## src/rtl/baud_gen_frac.sv

```systemverilog
// Fractional, runtime-programmable oversample/baud tick generator.
// Average oversample period is div_int + div_frac/2^FRAC_W clocks; a divisor write is applied at an interval boundary.
module baud_gen_frac #(
    parameter int DIV_W        = 16,
    parameter int FRAC_W       = 4,
    parameter int OVS          = 16,
    parameter int RST_DIV_INT  = 54,
    parameter int RST_DIV_FRAC = 4,
    localparam int PH_W        = $clog2(OVS)
) (
    input  logic              clk,
    input  logic              reset,
    input  logic              enable,
    input  logic              resync,
    input  logic              cfg_we,
    input  logic [DIV_W-1:0]  cfg_div_int,
    input  logic [FRAC_W-1:0] cfg_div_frac,
    output logic              cfg_pending,
    output logic              tick_ovs,
    output logic              baud_tick,
    output logic              mid_tick,
    output logic [PH_W-1:0]   phase
);

    logic [DIV_W-1:0]  div_int, sh_int, new_int;
    logic [FRAC_W-1:0] div_frac, sh_frac, new_frac, acc;
    logic              carry;
    logic [DIV_W:0]    cnt, period;
    logic [FRAC_W:0]   frac_sum;
    logic [PH_W-1:0]   phase_next;
    logic              halted, last, do_apply;

    // A write in the same cycle as an apply point wins over the older shadow value.
    always_comb begin
        new_int    = cfg_we ? cfg_div_int  : sh_int;
        new_frac   = cfg_we ? cfg_div_frac : sh_frac;
        do_apply   = cfg_we || cfg_pending;
        period     = {1'b0, div_int} + {{DIV_W{1'b0}}, carry};
        frac_sum   = {1'b0, acc} + {1'b0, div_frac};
        halted     = (div_int == '0);
        last       = (cnt == period - {{DIV_W{1'b0}}, 1'b1});
        phase_next = (phase == PH_W'(OVS - 1)) ? '0 : phase + {{(PH_W-1){1'b0}}, 1'b1};
    end

    always_ff @(posedge clk) begin
        if (reset) begin
            div_int     <= DIV_W'(RST_DIV_INT);
            div_frac    <= FRAC_W'(RST_DIV_FRAC);
            sh_int      <= DIV_W'(RST_DIV_INT);
            sh_frac     <= FRAC_W'(RST_DIV_FRAC);
            cfg_pending <= 1'b0;
            cnt         <= '0;
            acc         <= '0;
            carry       <= 1'b0;
            phase       <= '0;
            tick_ovs    <= 1'b0;
            baud_tick   <= 1'b0;
            mid_tick    <= 1'b0;
        end else begin
            tick_ovs  <= 1'b0;
            baud_tick <= 1'b0;
            mid_tick  <= 1'b0;
            if (cfg_we) begin
                sh_int  <= cfg_div_int;
                sh_frac <= cfg_div_frac;
            end
            // Resync and a halted divisor both restart timing from zero and take any new divisor at once.
            if (resync || halted) begin
                cnt   <= '0;
                acc   <= '0;
                carry <= 1'b0;
                phase <= '0;
                if (do_apply) begin
                    div_int  <= new_int;
                    div_frac <= new_frac;
                end
                cfg_pending <= 1'b0;
            end else if (enable) begin
                if (last) begin
                    tick_ovs  <= 1'b1;
                    baud_tick <= (phase == PH_W'(OVS - 1));
                    mid_tick  <= (phase == PH_W'(OVS / 2 - 1));
                    cnt       <= '0;
                    acc       <= frac_sum[FRAC_W-1:0];
                    carry     <= frac_sum[FRAC_W];
                    phase     <= phase_next;
                    if (do_apply) begin
                        div_int  <= new_int;
                        div_frac <= new_frac;
                    end
                    cfg_pending <= 1'b0;
                end else begin
                    cnt <= cnt + {{DIV_W{1'b0}}, 1'b1};
                    if (cfg_we) cfg_pending <= 1'b1;
                end
            end else if (cfg_we) begin
                cfg_pending <= 1'b1;
            end
        end
    end

endmodule

```

## config.mk

```make
export PLATFORM = sky130hd
export DESIGN_NAME = baud_gen_frac
export DESIGN_NICKNAME = d
export VERILOG_FILES = /design/src/rtl/baud_gen_frac.sv
export SDC_FILE = /design/constraint.sdc
export NUM_CORES = 1
export LEC_CHECK = 0
export CAP_MARGIN = 10
export CORE_ASPECT_RATIO = 1.2
export CORE_UTILIZATION = 30
export CTS_CLUSTER_DIAMETER = 100
export DETAILED_ROUTE_END_ITERATION = 16
export GPL_ROUTABILITY_DRIVEN = 0
export SYNTH_ARGS = -nofsm -noshare
export SYNTH_HDL_FRONTEND = slang
export SYNTH_SLANG_ARGS = --single-unit
```

## constraint.sdc

```tcl
create_clock -name clk -period 4.7 [get_ports clk]
set_clock_uncertainty 0.2 [all_clocks]
set_input_delay 1.175 -clock clk [delete_from_list [all_inputs] [get_ports clk]]
set_output_delay 1.175 -clock clk [all_outputs]
set_load 0.1 [all_outputs]
```

=== Yosys cells after proc, flatten, opt, wreduce, memory -nomap -nowiden ===
Index checks and enable logic that the tools add are counted.

* Bits of input ports: 25
* Output and inout port bits: 8
* Word-level logic and storage cells: 48
* Register bits: 70

* $add $sub $neg: 5
* Bitwise gates (word level): 2
* Muxes and demuxes: 16
* Equal/unequal tests: 3
* Reductions and logical operators: 10

{| class="wikitable"
|+ Operators with widths
! kind !! number
|-
| 16-bit two-way mux || 5
|-
| 4-bit two-way mux || 6
|-
| 16-bit by 1-bit adder with 17-bit output || 1
|-
| 17-bit by 1-bit adder with 17-bit output, second input constant || 1
|-
| 17-bit equality test || 1
|-
| 17-bit two-way mux || 1
|-
| 17-bit by 1-bit subtractor with 17-bit output, second input constant || 1
|-
| 16-bit logical NOT || 1
|-
| 4-bit by 4-bit adder with 5-bit output || 1
|-
| 4-bit by 1-bit adder with 4-bit output, second input constant || 1
|-
| 4-bit by 3-bit equality test with 1-bit output, second input constant || 1
|-
| 4-bit equality test, second input constant || 1
|-
| 1-bit two-way mux || 4
|-
| 2-bit AND reduction || 2
|-
| 2-bit nonzero test || 2
|-
| 4-bit OR reduction || 1
|-
| 3-bit OR reduction || 1
|-
| 1-bit logical OR || 2
|-
| 1-bit NOT || 2
|-
| 2-bit OR reduction || 1
|}

=== Logic depth before layout (Yosys ltp) ===
Gate-level depths: netlist (run 1).

* Depth after elaboration: 6
* Gate-level depth with buffers: 12
* Mapped depth without buffers: 10

=== Least setup slack after synthesis (run 1) ===
Ideal clock, no wire load.

* Kind: register -> register
* From: register div_int[0]
* To: register div_frac[0]
* Slack: 1499 ps
* Buffers on the path: 1
* Data required time: 4379 ps
* Arrival time: 2881 ps
* Setup time: 121 ps
* Stages on the path, launching flop included: 11
* Path through: dfxtp_1 > inv_1 > ha_1 > ha_1 > nor3b_1 > a41oi_1 > or4b_1 > nand4bb_1 > o31ai_1 > buf_4 > mux2_2

* Longest elaborated chain between the ends: 5
* Elaborated cells on any way between the ends: 9
* Classes of those cells: add/sub (2); eq/ne (1); mux (1); reduce/logical (5)

{| class="wikitable"
|+ Ends and longest elaborated chain
! what !! line !! source
|-
| from (decl) || 25 || <nowiki>logic [DIV_W-1:0] div_int, sh_int, new_int;</nowiki>
|-
| from (signal assigned) || 47 || <nowiki>div_int <= DIV_W'(RST_DIV_INT);</nowiki>
|-
| from (signal assigned) || 74 || <nowiki>div_int <= new_int;</nowiki>
|-
| from (signal assigned) || 88 || <nowiki>div_int <= new_int;</nowiki>
|-
| 16-bit by 1-bit adder with 17-bit output || 38 || <nowiki>period = {1'b0, div_int} + {{DIV_W{1'b0}}, carry};</nowiki>
|-
| 17-bit by 1-bit subtractor with 17-bit output || 41 || <nowiki>last = (cnt == period - {{DIV_W{1'b0}}, 1'b1});</nowiki>
|-
| 17-bit equality test || 41 ||
|-
| 2-bit nonzero test (no line) || -- ||
|-
| 2-bit AND reduction (no line) || -- ||
|-
| to (signal assigned) || 48 || <nowiki>div_frac <= FRAC_W'(RST_DIV_FRAC);</nowiki>
|-
| to (signal assigned) || 75 || <nowiki>div_frac <= new_frac;</nowiki>
|-
| to (signal assigned) || 89 || <nowiki>div_frac <= new_frac;</nowiki>
|-
| to (decl) || 26 || <nowiki>logic [FRAC_W-1:0] div_frac, sh_frac, new_frac, acc;</nowiki>
|}

Parallel ways exist; a longest one is shown, timed or not.
A chain may end at the register's enable or synchronous reset.

=== Worst setup path in the final report (run 1) ===
* From: register div_int[0]
* To: register cnt[5]

* Longest elaborated chain between the ends: 4
* Elaborated cells on any way between the ends: 7
* Classes of those cells: add/sub (2); eq/ne (1); mux (1); reduce/logical (3)

{| class="wikitable"
|+ Ends and longest elaborated chain
! what !! line !! source
|-
| 16-bit by 1-bit adder with 17-bit output || 38 ||
|-
| 17-bit by 1-bit subtractor with 17-bit output || 41 ||
|-
| 17-bit equality test || 41 ||
|-
| 17-bit two-way mux || 79 || <nowiki>if (last) begin</nowiki>
|-
| to (signal assigned) || 93 || <nowiki>cnt <= cnt + {{DIV_W{1'b0}}, 1'b1};</nowiki>
|-
| to (decl) || 28 || <nowiki>logic [DIV_W:0] cnt, period;</nowiki>
|}

Parallel ways exist; a longest one is shown, timed or not.

==> impl_results.md, run 1 <==
* Vias in the first global route at ~2700
* Pre-antenna DRT Iters at 4
* Setup WS post-layout at between 700 and 800 ps
* Leak at 1.60 nW
* Avg WL per Cell at 14.0 um
* Fin. Hold Viols at 0
* Filler Cells Inserted at roughly 1200
* Period utilization at 0.838
* Top sig layer: met4
* Fin util at 0.373
* Total CTS buffers at 9
* CP arrival at 3940 ps
* Clk Latency, worst-skew pair at ~330 ps
* Pwr Density at 324 nW/um^2
* Post-synthesis sequential area ratio at 0.389
* Synth Flop Type: dfxtp_1
* Number of synthesized flops with an enable pin at 0
* Worst Max-Slew Pin Slew at 1020 ps
* Post-synthesis average cell area at 9.15 um^2
* CTS resizes at 0
* Ratio of cells with drive above 1 in the final layout at 0.116
* Placeable Area at 11600 um^2
* Final setup fails at 0
* # diodes at 0
* Synth-to-Final Area Change at 20.2%
* Rel. slew slack at 0.312
* Worst-path maximum fanout at 15
* Initial DRC Count at between 100 and 150
* Cts hold-fix bufs at 0
* Io pins at 33
* Clock buffer depth at 2
* CP Capture Type: register
* Syn Inst Count at between 300 and 400
* Final Cell Area at 4330 um^2
* Hold path cells at 2
* CTS tree: done
* Met3 wire len at about 270 um
* Hold WS at approximately 290 ps
* Nets@finish at around 450
* I/O Buffers at 32
* WL final at slightly above 8 mm
* Post-DP Area at roughly 4000 um^2
* Mapped cell area at approximately 3600 um^2
* CTS H-tree depth at 3
* Root Buffer: clkbuf_16
* Cell row count at 43
* Place WS at ~770 ps
* Die W at 102 um
* Remaining Overflow, GRT at 0
* Crit start category: register
* Setup TNS at 0 ps
* Met2 WL post-DR at between 3 and 4 mm
* Outcome: completed
* Post CTS Setup Buffer Count at 0
* HPWL Detailed at 5.74 mm
* Design Power at ~1.4 mW
* Max Cap Viol at 0
* Met1 wire length at 3.91 mm
* Die height at 122 um
* Min Tclk post-route at around 3900 ps
* Syn Nets at ~430
* First-pass GRT wire length at between 10 and 15 mm
* Largest net degree at the start of global routing at about 40
* Residual DRC at 0
* Synth top area cells: dfxtp_1 39%, xnor2_1 6.1%, mux2_2 5.6%, nor2_1 4.5%, mux2i_1 4.2%
* Die ar. at 12500 um^2
* Vias at 2798
* Placed Cells at roughly 560
* Unrepaired setup endpoints after global routing: no
* Yosys top cell area share at 0.389
* Non-Filler Instances at 579
* Fin. max-slew vios at 0
* Worst R2R Path Depth at 9
* CTS sink cnt at 70
* Post-synth top cells: 70 x dfxtp_1, 43 x nor2_1, 25 x xnor2_1, 20 x nor2b_1, 18 x mux2_2
* Vias per cell at 4.83
* Synth Register Bits at 70
* Crit Path Category: register to register
* Peak supply drop at roughly 0.00016 V
* Fmax at between 200 and 300 MHz
* Ys async rst share at 0
* Clk pin slew, worst setup/hold paths at roughly 60 ps
* Post-synth cell types at 58
* Class of the worst hold path: register to register
* CP required at roughly 4700 ps
* Area leader, netlist: dfxtp_1
* Ys Warns at 0
* Antenna viol nets, final at 0
* Starting utilization of the core area at 0.310
* Total track usage at 0.136
* Most frequent cell after synthesis: dfxtp_1
* Antenna violations before repair at 0
sequential cells by signal, summed over array words and instances (netlist names):
| register | count |
|---|---|
| cnt | 17 |
| phase | 4 |
| cfg_pending | 1 |
| baud_tick | 1 |
| tick_ovs | 1 |
| div_int | 16 |
| sh_frac | 4 |
| div_frac | 4 |
| acc | 4 |
| sh_int | 16 |
| carry | 1 |
| mid_tick | 1 |
placed cells by master (no fill, tap or decap), types with 5 or more instances in the layout:
| cell | count |
|---|---|
| nor2_1 | 43 |
| a211o_1 | 6 |
| nand2_1 | 14 |
| clkdlybuf4s50_1 | 32 |
| clkbuf_16 | 9 |
| o21ai_0 | 10 |
| inv_1 | 10 |
| dfxtp_1 | 70 |
| nand4b_1 | 5 |
| xor2_1 | 12 |
| xnor2_1 | 25 |
| mux2_2 | 18 |
| or2_2 | 7 |
| nand4_1 | 10 |
| ha_1 | 8 |
| a21oi_1 | 17 |
| mux2i_1 | 15 |
| nor3_1 | 9 |
| nor2b_1 | 20 |
| nand3_1 | 14 |
critical path, cell delays in order (launching register included):
cell	delay (ps)
dfxtp_1	310
inv_1	100
ha_1	200
nor4b_1	840
nand4b_1	230
xnor2_1	200
nor4_1	530
and4_1	610
a21o_1	470
nor2_1	110
layer usage:
| metal | up-vias | track usage |
|---|---|---|
| met5 | - | 0 |
| met4 | 0 | 0.0545 |
| met3 | 7 | 0.0396 |
| met2 | 56 | 0.218 |
| met1 | 1298 | 0.171 |
| li1 | 1437 | - |
where the power goes:
part	total [mW]	switching, mW	internal [mW]	leakage [nW]
clock	0.644	0.246	0.398	0.142
sequential	0.632	0.0179	0.615	0.571
combinational	0.128	0.0620	0.0657	0.883
worst paths after layout:
path | slack (ps) | to | startpoint
worst min-delay path | 290 | acc[3] | acc[3]
worst max register to register | 760 | cnt[5] | div_int[0]
worst max-delay path | 760 | cnt[5] | div_int[0]
worst min register to register | 290 | acc[3] | acc[3]
final cells by class:
class,instances,area [um^2],area share
timing repair buffer,36,350,0.0809
clock buffer,13,270,0.0624
multi-input combinational,290,2060,0.475
clock inverter,3,17.5,0.00405
tap,157,196,0.0454
sequential,70,1400,0.324
inverter,10,37.5,0.00867
kinds of logic after synthesis:
logic type,after synthesis,share of synthesized area
AND/OR/NAND/NOR,154,0.239
flip-flops,70,0.389
AO/OA/AOI/OAI,55,0.103
XOR/XNOR,37,0.0899
multiplexers,35,0.104
buffers and inverters,34,0.0417
adder cells (fa/ha/maj),9,0.0333
(Power assumes the default switching activity.)
==> run 2: changes to the inputs <==
==> constraint.sdc (replaced) <==
create_clock -name clk -period 3.6 [get_ports clk]
set_clock_uncertainty 0.2 [all_clocks]
set_input_delay 0.9 -clock clk [delete_from_list [all_inputs] [get_ports clk]]
set_output_delay 0.9 -clock clk [all_outputs]
set_load 0.1 [all_outputs]
==> run 2 against run 1 <==
  * Register-to-register slack lost 570 ps
  * Flip-flop and latch count is the same
  * Wire length shrank 1.3%
  * Power grew 30%
  * Worst setup slack lost 570 ps
  * Largest cell class unchanged
==> impl_results.md, run 2 (same netlist as run 1, synthesis figures left out) <==
* Outcome: completed (unchanged)
* Top Registers: cnt: 17 flops, div_int: 16 flops, sh_int: 16 flops (unchanged)
* CP bufs+invs at 2 (was 1)
* Worst path max stage delay at 550 ps (was 840 ps)
* Cell row count at 43 (unchanged)
* I/O Buffers at 32 (unchanged)
* Avg WL per Cell at 13.6 um (was 14.0 um)
* Total CTS buffers at 9 (unchanged)
* Hold WS at 277 ps (was 288 ps)
* Min Tclk post-route at 3410 ps (was 3940 ps)
* Remaining Overflow, GRT at 0 (unchanged)
* CP arrival at 3420 ps (was 3940 ps)
* CTS H-tree depth at 3 (unchanged)
* Fmax at 293 MHz (was 254 MHz)
* WL final at 7.99 mm (was 8.09 mm)
* Starting utilization of the core area at 0.310 (unchanged)
* Synth-to-Final Area Change at 22.3% (was 20.2%)
* Antenna violations before repair at 0 (unchanged)
* Post CTS Setup Buffer Count at 0 (unchanged)
* Filler Cells Inserted at 1187 (was 1191)
* Worst Max-Slew Pin Slew at 523 ps (was 1020 ps)
* Initial DRC Count at 78 (was 110)
* Max Cap Viol at 0 (unchanged)
* Most used cell, CP: ha_1
* CP required at 3610 ps (was 4700 ps)
* Pre-antenna DRT Iters at 4 (unchanged)
* Top reg by flops: cnt (unchanged)
* Fin. Hold Viols at 0 (unchanged)
* Commonest non-fill, non-tap cell in the layout: dfxtp_1 (unchanged)
* # diodes at 0 (unchanged)
* CP Capture Type: register (unchanged)
* Die height at 122 um (unchanged)
* Crit Path Category: register to register (unchanged)
* CTS tree: done (unchanged)
* Ratio of cells with drive above 1 in the final layout at 0.162 (was 0.116)
* Fin. max-slew vios at 0 (unchanged)
* Max reg flops at 17 (unchanged)
* Clk pin slew, worst setup/hold paths at 60 ps (about the same)
* Pwr Density at 415 nW/um^2 (was 324 nW/um^2)
* Nets@finish at 461 (was 451)
* HPWL Detailed at 5.86 mm (was 5.74 mm)
* Final setup fails at 0 (unchanged)
* Io pins at 33 (unchanged)
* Clk Latency, worst-skew pair at 330 ps (about the same)
* Root Buffer: clkbuf_16 (unchanged)
* Switching Share at 0.235 (was 0.232)
* Vias per cell at 4.86 (was 4.83)
* Crit path cell chain: inv_1, ha_1, ha_1, nor3b_2, a211oi_1, a41oi_1, or4b_1, nand4bb_1, o31ai_2, buf_12, mux2_2 (was inv_1, ha_1, nor4b_1, nand4b_1, xnor2_1, nor4_1, and4_1, a21o_1, nor2_1)
* Die ar. at 12500 um^2 (unchanged)
* Antenna viol nets, final at 0 (unchanged)
* Residual DRC at 0 (unchanged)
* Die W at 102 um (unchanged)
* Slowest cell on crit path: or4b_1 (was nor4b_1)
* Worst-path maximum fanout at 20 (was 15)
* Unrepaired setup endpoints after global routing: no (unchanged)
* Clk pwr share at 0.450 (was 0.459)
* Placeable Area at 11600 um^2 (unchanged)
* Sequential power share at 0.450 (about the same)
* Crit start category: register (unchanged)
* Most frequent cells in the layout: 70 x dfxtp_1, 43 x nor2_1, 25 x xnor2_1 (was 70 x dfxtp_1, 43 x nor2_1, 32 x clkdlybuf4s50_1)
* Cell family with most CP delay: simple AND/OR/NAND/NOR gates (unchanged)
* Leak at 1.66 nW (was 1.60 nW)
* Setup TNS at 0 ps (unchanged)
* Power share of the combinational group at 0.100 (was 0.091)
* Rel. slew slack at 0.649 (was 0.312)
* Total track usage at 0.137 (was 0.136)
* First-pass GRT wire length at 13.2 mm (was 12.9 mm)
* Vias in the first global route at 2755 (was 2681)
* Largest net degree at the start of global routing at 41 (unchanged)
* Sw Pwr at 0.431 mW (was 0.326 mW)
* CTS sink cnt at 70 (unchanged)
* P_int at 1.40 mW (was 1.08 mW)
* Vias at 2861 (was 2798)
* Class of the worst hold path: register to register (unchanged)
* Clock buffer depth at 2 (unchanged)
* Peak supply drop at 0.000182 V (was 0.000160 V)
* Period utilization at 0.947 (was 0.838)
[run 2: timing repair]
action                     CTS  global route
hold buffers                 0             0
setup endpoints to repair    0            20
resized for setup            0             2
[run 2: power by group through the flow]
stage	clock network, mW	registers, mW	logic, mW
2_1_floorplan	0	0.834	0.121
3_3_place_gp	0	0.840	0.179
3_5_place_dp	0	0.841	0.183
4_1_cts	0.847	0.824	0.184
5_1_grt	0.880	0.827	0.201
6_report	0.823	0.824	0.182
[run 2: area by class of cell]
type / instances / area [um^2] / share of cell area
clock inverter: 5 / 33.8 / 0.00767
inverter: 10 / 37.5 / 0.00852
clock buffer: 11 / 253 / 0.0574
timing repair buffer: 46 / 418 / 0.0948
multi-input combinational: 290 / 2070 / 0.469
tap: 157 / 196 / 0.0446
sequential: 70 / 1400 / 0.318
[run 2: per-stage QoR]
| stage | total power, mW | setup WS [ps] | utilization | cells | instance area (um^2) |
|---|---|---|---|---|---|
| after detailed placement | 1.02 | 18.0 | 0.354 | 573 | 4110 |
| after global routing | 1.91 | 48.5 | 0.379 | 589 | 4410 |
| after CTS | 1.86 | 2.72 | 0.378 | 589 | 4400 |
| final | 1.83 | 191 | 0.379 | 589 | 4410 |
| after global placement | 1.02 | 139 | 0.354 | 573 | 4110 |
| after floorplan | 0.955 | 399 | - | 394 | 3600 |
[run 2: worst min-delay path, cell delays in order (launching register included)]
cell and delay (ps):
dfxtp_1 310, o21ai_0 70, a21oi_1 60
[run 2: metal layers]
layer / GRT usage / routed length (um) / vias up
met5: 0 / 0 / -
met4: 0.0563 / 123 / 0
met3: 0.0367 / 290 / 9
met2: 0.218 / 3790 / 54
met1: 0.175 / 3780 / 1334
li1: - / - / 1464
[run 2: final timing paths]
check                                 from          to  slack [ps]  depth (start not counted)
worst max-delay path            div_int[0]  div_int[7]         190                         11
worst min-delay path                acc[3]      acc[3]         280                          2
worst max register to register  div_int[0]  div_int[7]         190                         11
worst min register to register      acc[3]      acc[3]         280                          2
==> run 3: changes to the inputs <==
--- a/config.mk
+++ b/config.mk
@@ -5,12 +5,13 @@
 export SDC_FILE = /design/constraint.sdc
 export NUM_CORES = 1
 export LEC_CHECK = 0
-export CAP_MARGIN = 10
 export CORE_ASPECT_RATIO = 1.2
-export CORE_UTILIZATION = 30
+export CORE_UTILIZATION = 52
 export CTS_CLUSTER_DIAMETER = 100
 export DETAILED_ROUTE_END_ITERATION = 16
 export GPL_ROUTABILITY_DRIVEN = 0
+export PLACE_DENSITY = 0.76
+export SETUP_SLACK_MARGIN = 0.15
 export SYNTH_ARGS = -nofsm -noshare
 export SYNTH_HDL_FRONTEND = slang
 export SYNTH_SLANG_ARGS = --single-unit
==> run 3 against run 2 <==
  * Global-route usage rose by 8.8 points
  * Register-to-register slack better by 110 ps
  * Largest power group unchanged
  * Critical path depth shrank 1
  * Fmax increased by 3.3%
  * Worst hold slack improved by 2.3 ps
  * Count of clock-buffer cells in the layout decreased by 1
  * Final cell count down 13%
  * Wire length fell by 2.7%
  * Highest routed layer unchanged
  * Die area shrank 42%
  * Sequential power about the same
  * Flip-flop and latch count stayed put
  * Utilization is 26 points higher
==> impl_results.md, run 3 (same netlist as run 1, synthesis figures left out) <==
* Fmax at 303 MHz (was 293 MHz)
* Avg WL per Cell at 15.1 um (was 13.6 um)
* # diodes at 0 (unchanged)
* Ratio of cells with drive above 1 in the final layout at 0.160 (was 0.162)
* Cell row count at 32 (was 43)
* Final setup fails at 0 (unchanged)
* Largest net degree at the start of global routing at 27 (was 41)
* Top Registers: cnt: 17 flops, div_int: 16 flops, sh_int: 16 flops (unchanged)
* Residual DRC at 0 (unchanged)
* Crit start category: register (unchanged)
* Reg-to-Reg Start: div_int[0] (unchanged)
* Clock buffer depth at 2 (unchanged)
* Fin. Hold Viols at 0 (unchanged)
* Period utilization at 0.917 (was 0.947)
* Root Buffer: clkbuf_8 (was clkbuf_16)
* Die height at 93.2 um (was 122 um)
* Class of the worst hold path: register to register (unchanged)
* Post CTS Setup Buffer Count at 0 (unchanged)
* Placeable Area at 6570 um^2 (was 11600 um^2)
* CP Capture Type: register (unchanged)
* Min Tclk post-route at 3300 ps (was 3410 ps)
* Worst-path maximum fanout at 20 (unchanged)
* Setup crit start: div_int[0] (unchanged)
* Max reg flops at 17 (unchanged)
* Die W at 78.0 um (was 102 um)
* Initial DRC Count at 145 (was 78)
* Setup TNS at 0 ps (unchanged)
* Antenna viol nets, final at 0 (unchanged)
* Vias per cell at 5.62 (was 4.86)
* CP bufs+invs at 2 (unchanged)
* First-pass GRT wire length at 12.9 mm (was 13.2 mm)
* Pwr Density at 388 nW/um^2 (was 415 nW/um^2)
* Commonest non-fill, non-tap cell in the layout: dfxtp_1 (unchanged)
* Total track usage at 0.225 (was 0.137)
* Starting utilization of the core area at 0.549 (was 0.310)
* Hold Path Origin: acc[0] (was acc[3])
* Fin. max-slew vios at 0 (unchanged)
* Max Cap Viol at 0 (unchanged)
* Multi-input gate area at 2080 um^2 (was 2070 um^2)
* Worst path max stage delay at 530 ps (was 550 ps)
* Cts hold-fix bufs at 0 (unchanged)
* Outcome: completed (unchanged)
* HPWL Detailed at 5.60 mm (was 5.86 mm)
* Placed Cells at 499 (was 573)
* Worst Max-Slew Pin Slew at 611 ps (was 523 ps)
* Io pins at 33 (unchanged)
* Slowest cell on crit path: nor4b_1 (was or4b_1)
* Total CTS buffers at 9 (unchanged)
* CP arrival at 3330 ps (was 3420 ps)
* Remaining Overflow, GRT at 0 (unchanged)
* Filler Cells Inserted at 545 (was 1187)
* CP required at 3630 ps (was 3610 ps)
* Crit path cell chain: inv_1, ha_1, ha_1, nor3b_4, a22oi_1, nor4b_1, o21ai_0, o31ai_2, buf_12, mux2_2 (was inv_1, ha_1, ha_1, nor3b_2, a211oi_1, a41oi_1, or4b_1, nand4bb_1, o31ai_2, buf_12, mux2_2)
* Vias at 2894 (was 2861)
* Most used cell, CP: ha_1 (unchanged)
* CTS tree: done (unchanged)
* Clk pin slew, worst setup/hold paths at 70 ps (was 60 ps)
* Antenna violations before repair at 0 (unchanged)
* Non-Filler Instances at 515 (was 589)
* Most frequent cells in the layout: 70 x dfxtp_1, 43 x nor2_1, 25 x xnor2_1 (unchanged)
* Cell family with most CP delay: compound AO/OA/AOI/OAI gates (was simple AND/OR/NAND/NOR gates)
* Nets@finish at 459 (was 461)
* Rel. slew slack at 0.590 (was 0.649)
* Die ar. at 7270 um^2 (was 12500 um^2)
* CTS resizes at 1 (was 0)
* Clk Latency, worst-skew pair at 340 ps (was 330 ps)
* Unrepaired setup endpoints after global routing: no (unchanged)
* Peak supply drop at 0.000259 V (was 0.000182 V)
* Pre-antenna DRT Iters at 4 (unchanged)
* CTS sink cnt at 70 (unchanged)
* Top reg by flops: cnt (unchanged)
* I/O Buffers at 32 (unchanged)
* Reg-to-reg slack, setup at 300 ps (was 190 ps)
* WL final at 7.77 mm (was 7.99 mm)
* Leak at 1.62 nW (was 1.66 nW)
* Vias in the first global route at 2772 (was 2755)
* Sequential Area at 1400 um^2 (unchanged)
* Synth-to-Final Area Change at 17.3% (was 22.3%)
* Crit Path Category: register to register (unchanged)
* CTS H-tree depth at 3 (unchanged)
==> run 3: layer usage <==
metal	vias to the layer above	wire, um	track usage
met5	-	0	0
met4	0	156	0.102
met3	15	339	0.0371
met2	84	3760	0.391
met1	1349	3510	0.272
li1	1446	-	-
==> run 3: final cells by class <==
cell class              instances  share of cell area
clock inverters                 6              0.0145
multi-input cells             290               0.492
inverters                      10             0.00888
repair buffers                 44              0.0954
clock buffers                  10              0.0326
flip-flops and latches         70               0.332
well taps                      85              0.0252
==> run 3: worst paths after layout <==
kind / end / depth (start not counted)
worst max-delay path: div_int[10] / 10
worst min-delay path: acc[0] / 2
worst max register to register: div_int[10] / 10
worst min register to register: acc[0] / 2
==> run 3: power breakdown <==
part / switching (mW) / internal [mW] / total, mW
clock network: 0.297 / 0.336 / 0.633
registers: 0.0246 / 0.801 / 0.825
logic: 0.0861 / 0.0951 / 0.181
total: 0.408 / 1.23 / 1.64
==> run 3: through the flow <==
stage          power (mW)  cell area [um^2]  hold slack [ps]  setup slack (ps)   util
3_3_place_gp         1.01              4010              263               201  0.610
4_1_cts              1.65              4210              279               217  0.641
6_report             1.64              4230              279               299  0.643
3_5_place_dp         1.02              4010              268              75.9  0.610
2_1_floorplan       0.955              3600              253               399      -
5_1_grt              1.70              4230              327               172  0.643
==> run 3: worst register-to-register path: cells and delay by family, from the launching register on <==
kind                     cells  cell delay, ps
AND/OR/NAND/NOR              2             730
buffers and inverters        2             260
adder cells (fa/ha/maj)      2             480
AO/OA/AOI/OAI                3             850
multiplexers                 1             350
flip-flops                   1             330
==> edit, RTL diff (settings of run 2) <==
The parameter `OVS` goes from 16 to 32.
--- a/src/rtl/baud_gen_frac.sv
+++ b/src/rtl/baud_gen_frac.sv
@@ -5,3 +5,3 @@
     parameter int FRAC_W       = 4,
-    parameter int OVS          = 16,
+    parameter int OVS          = 32,
     parameter int RST_DIV_INT  = 54,
Ports: changed (resized phase); port bits go from 33 to 34. No check against the original RTL was run, so the function may have changed too.
==> edit against run 2 <==
Final area increased by 7.5%; count of clock-buffer cells in the layout shrank 2; via count increased by 22%; critical path type unchanged; sequential cell count grew 1; area after synthesis rose by 10%; synthesized cell count rose by 16%; critical endpoint is now div_frac[2]; power hardly changed; worst setup slack improved by 110 ps; combinational power grew 9%; routed wire length rose by 20%; sequential share of layout area decreased by 1.8 points.
==> edit: results (changes against run 2) <==
Net Sw Frac -> 25.9% (was 23.5%)
Seq area share -> 30.0% (was 31.8%)
Fraction of layout cells with a size suffix above 1 -> 10.3% (was 16.2%)
Grt met2 use -> 24.7% (was 21.8%)
Port Buffer Count -> 33 (was 32)
Clock buf count -> 9 (was 11)
Buffering overhead -> 8.98% (was 9.48%)
Net Count, Synth -> 494 (was 428)
Met1 WL -> 4.37 mm (was 3.78 mm)
Total track usage -> 15.2% (was 13.7%)
Multiplexer area fraction after synthesis -> 6.31% (was 10.4%)
Post-Synthesis Cells -> 458 (was 394)
Status -> completed (unchanged)
First-pass GRT wire length -> 16.4 mm (was 13.2 mm)
Synth Area in XOR/XNOR -> 6.40% (was 8.99%)
Layout clock area frac -> 5.57% (was 6.50%)
Distinct cells, synth -> 57 (was 58)
Leakage -> 1.86 nW (was 1.66 nW)
Synth Area in Adders -> 3.66% (was 3.33%)
Most frequent cells after synthesis -> 71 x dfxtp_1, 39 x nor2_1, 31 x and3_1 (was 70 x dfxtp_1, 43 x nor2_1, 25 x xnor2_1)
Vias per inst -> 5.35 (was 4.86)
Fraction of area in multi-input gates -> 49.0% (was 46.9%)
Crit path DAT -> 3320 ps (was 3420 ps)
Met3 WL -> 371 um (was 290 um)
Ranking of synthesized cells by area -> dfxtp_1 36%, mux2i_1 6.3%, and3_1 4.9%, nor2_1 3.7%, a41oi_1 3.3% (was dfxtp_1 39%, xnor2_1 6.1%, mux2_2 5.6%, nor2_1 4.5%, mux2i_1 4.2%)
Worst VDD drop -> 232 uV (was 182 uV)
Layout Nets -> 518 (was 461)
DRC violation total after the first TritonRoute iteration -> 198 (was 78)
Switching pwr -> 473 uW (was 431 uW)
==> edit: what timing repair did <==
item                                    4_1_cts  5_1_grt
endpoints found under the hold margin         0        0
gates resized for setup                       0        3
setup buffers                                 0        0
endpoints found under the setup margin        0       37
==> edit: tightest hold or removal path, delay by kind of cell (launching register included) <==
kind,cells,cell delay [ps]
flops,1,310
compound gates,1,60
buf+inv,1,50
==> edit: worst paths after layout <==
path | startpoint | endpoint | slack [ps] | cells after the start
worst max-delay path | div_int[0] | div_frac[2] | 300 | 11
worst min-delay path | div_frac[0] | div_frac[0] | 260 | 2
worst max register to register | div_int[0] | div_frac[2] | 300 | 11
worst min register to register | div_frac[0] | div_frac[0] | 260 | 2
==> edit: metrics by stage <==
stage / area (sq um) / setup WS, ps / utilization [%]
after CTS: 4710 / 124 / 36.8
after global placement: 4440 / 279 / 34.8
after floorplan: 3970 / 506 / -
after global routing: 4740 / 83.3 / 37.1
final: 4740 / 297 / 37.1
after detailed placement: 4440 / 129 / 34.8
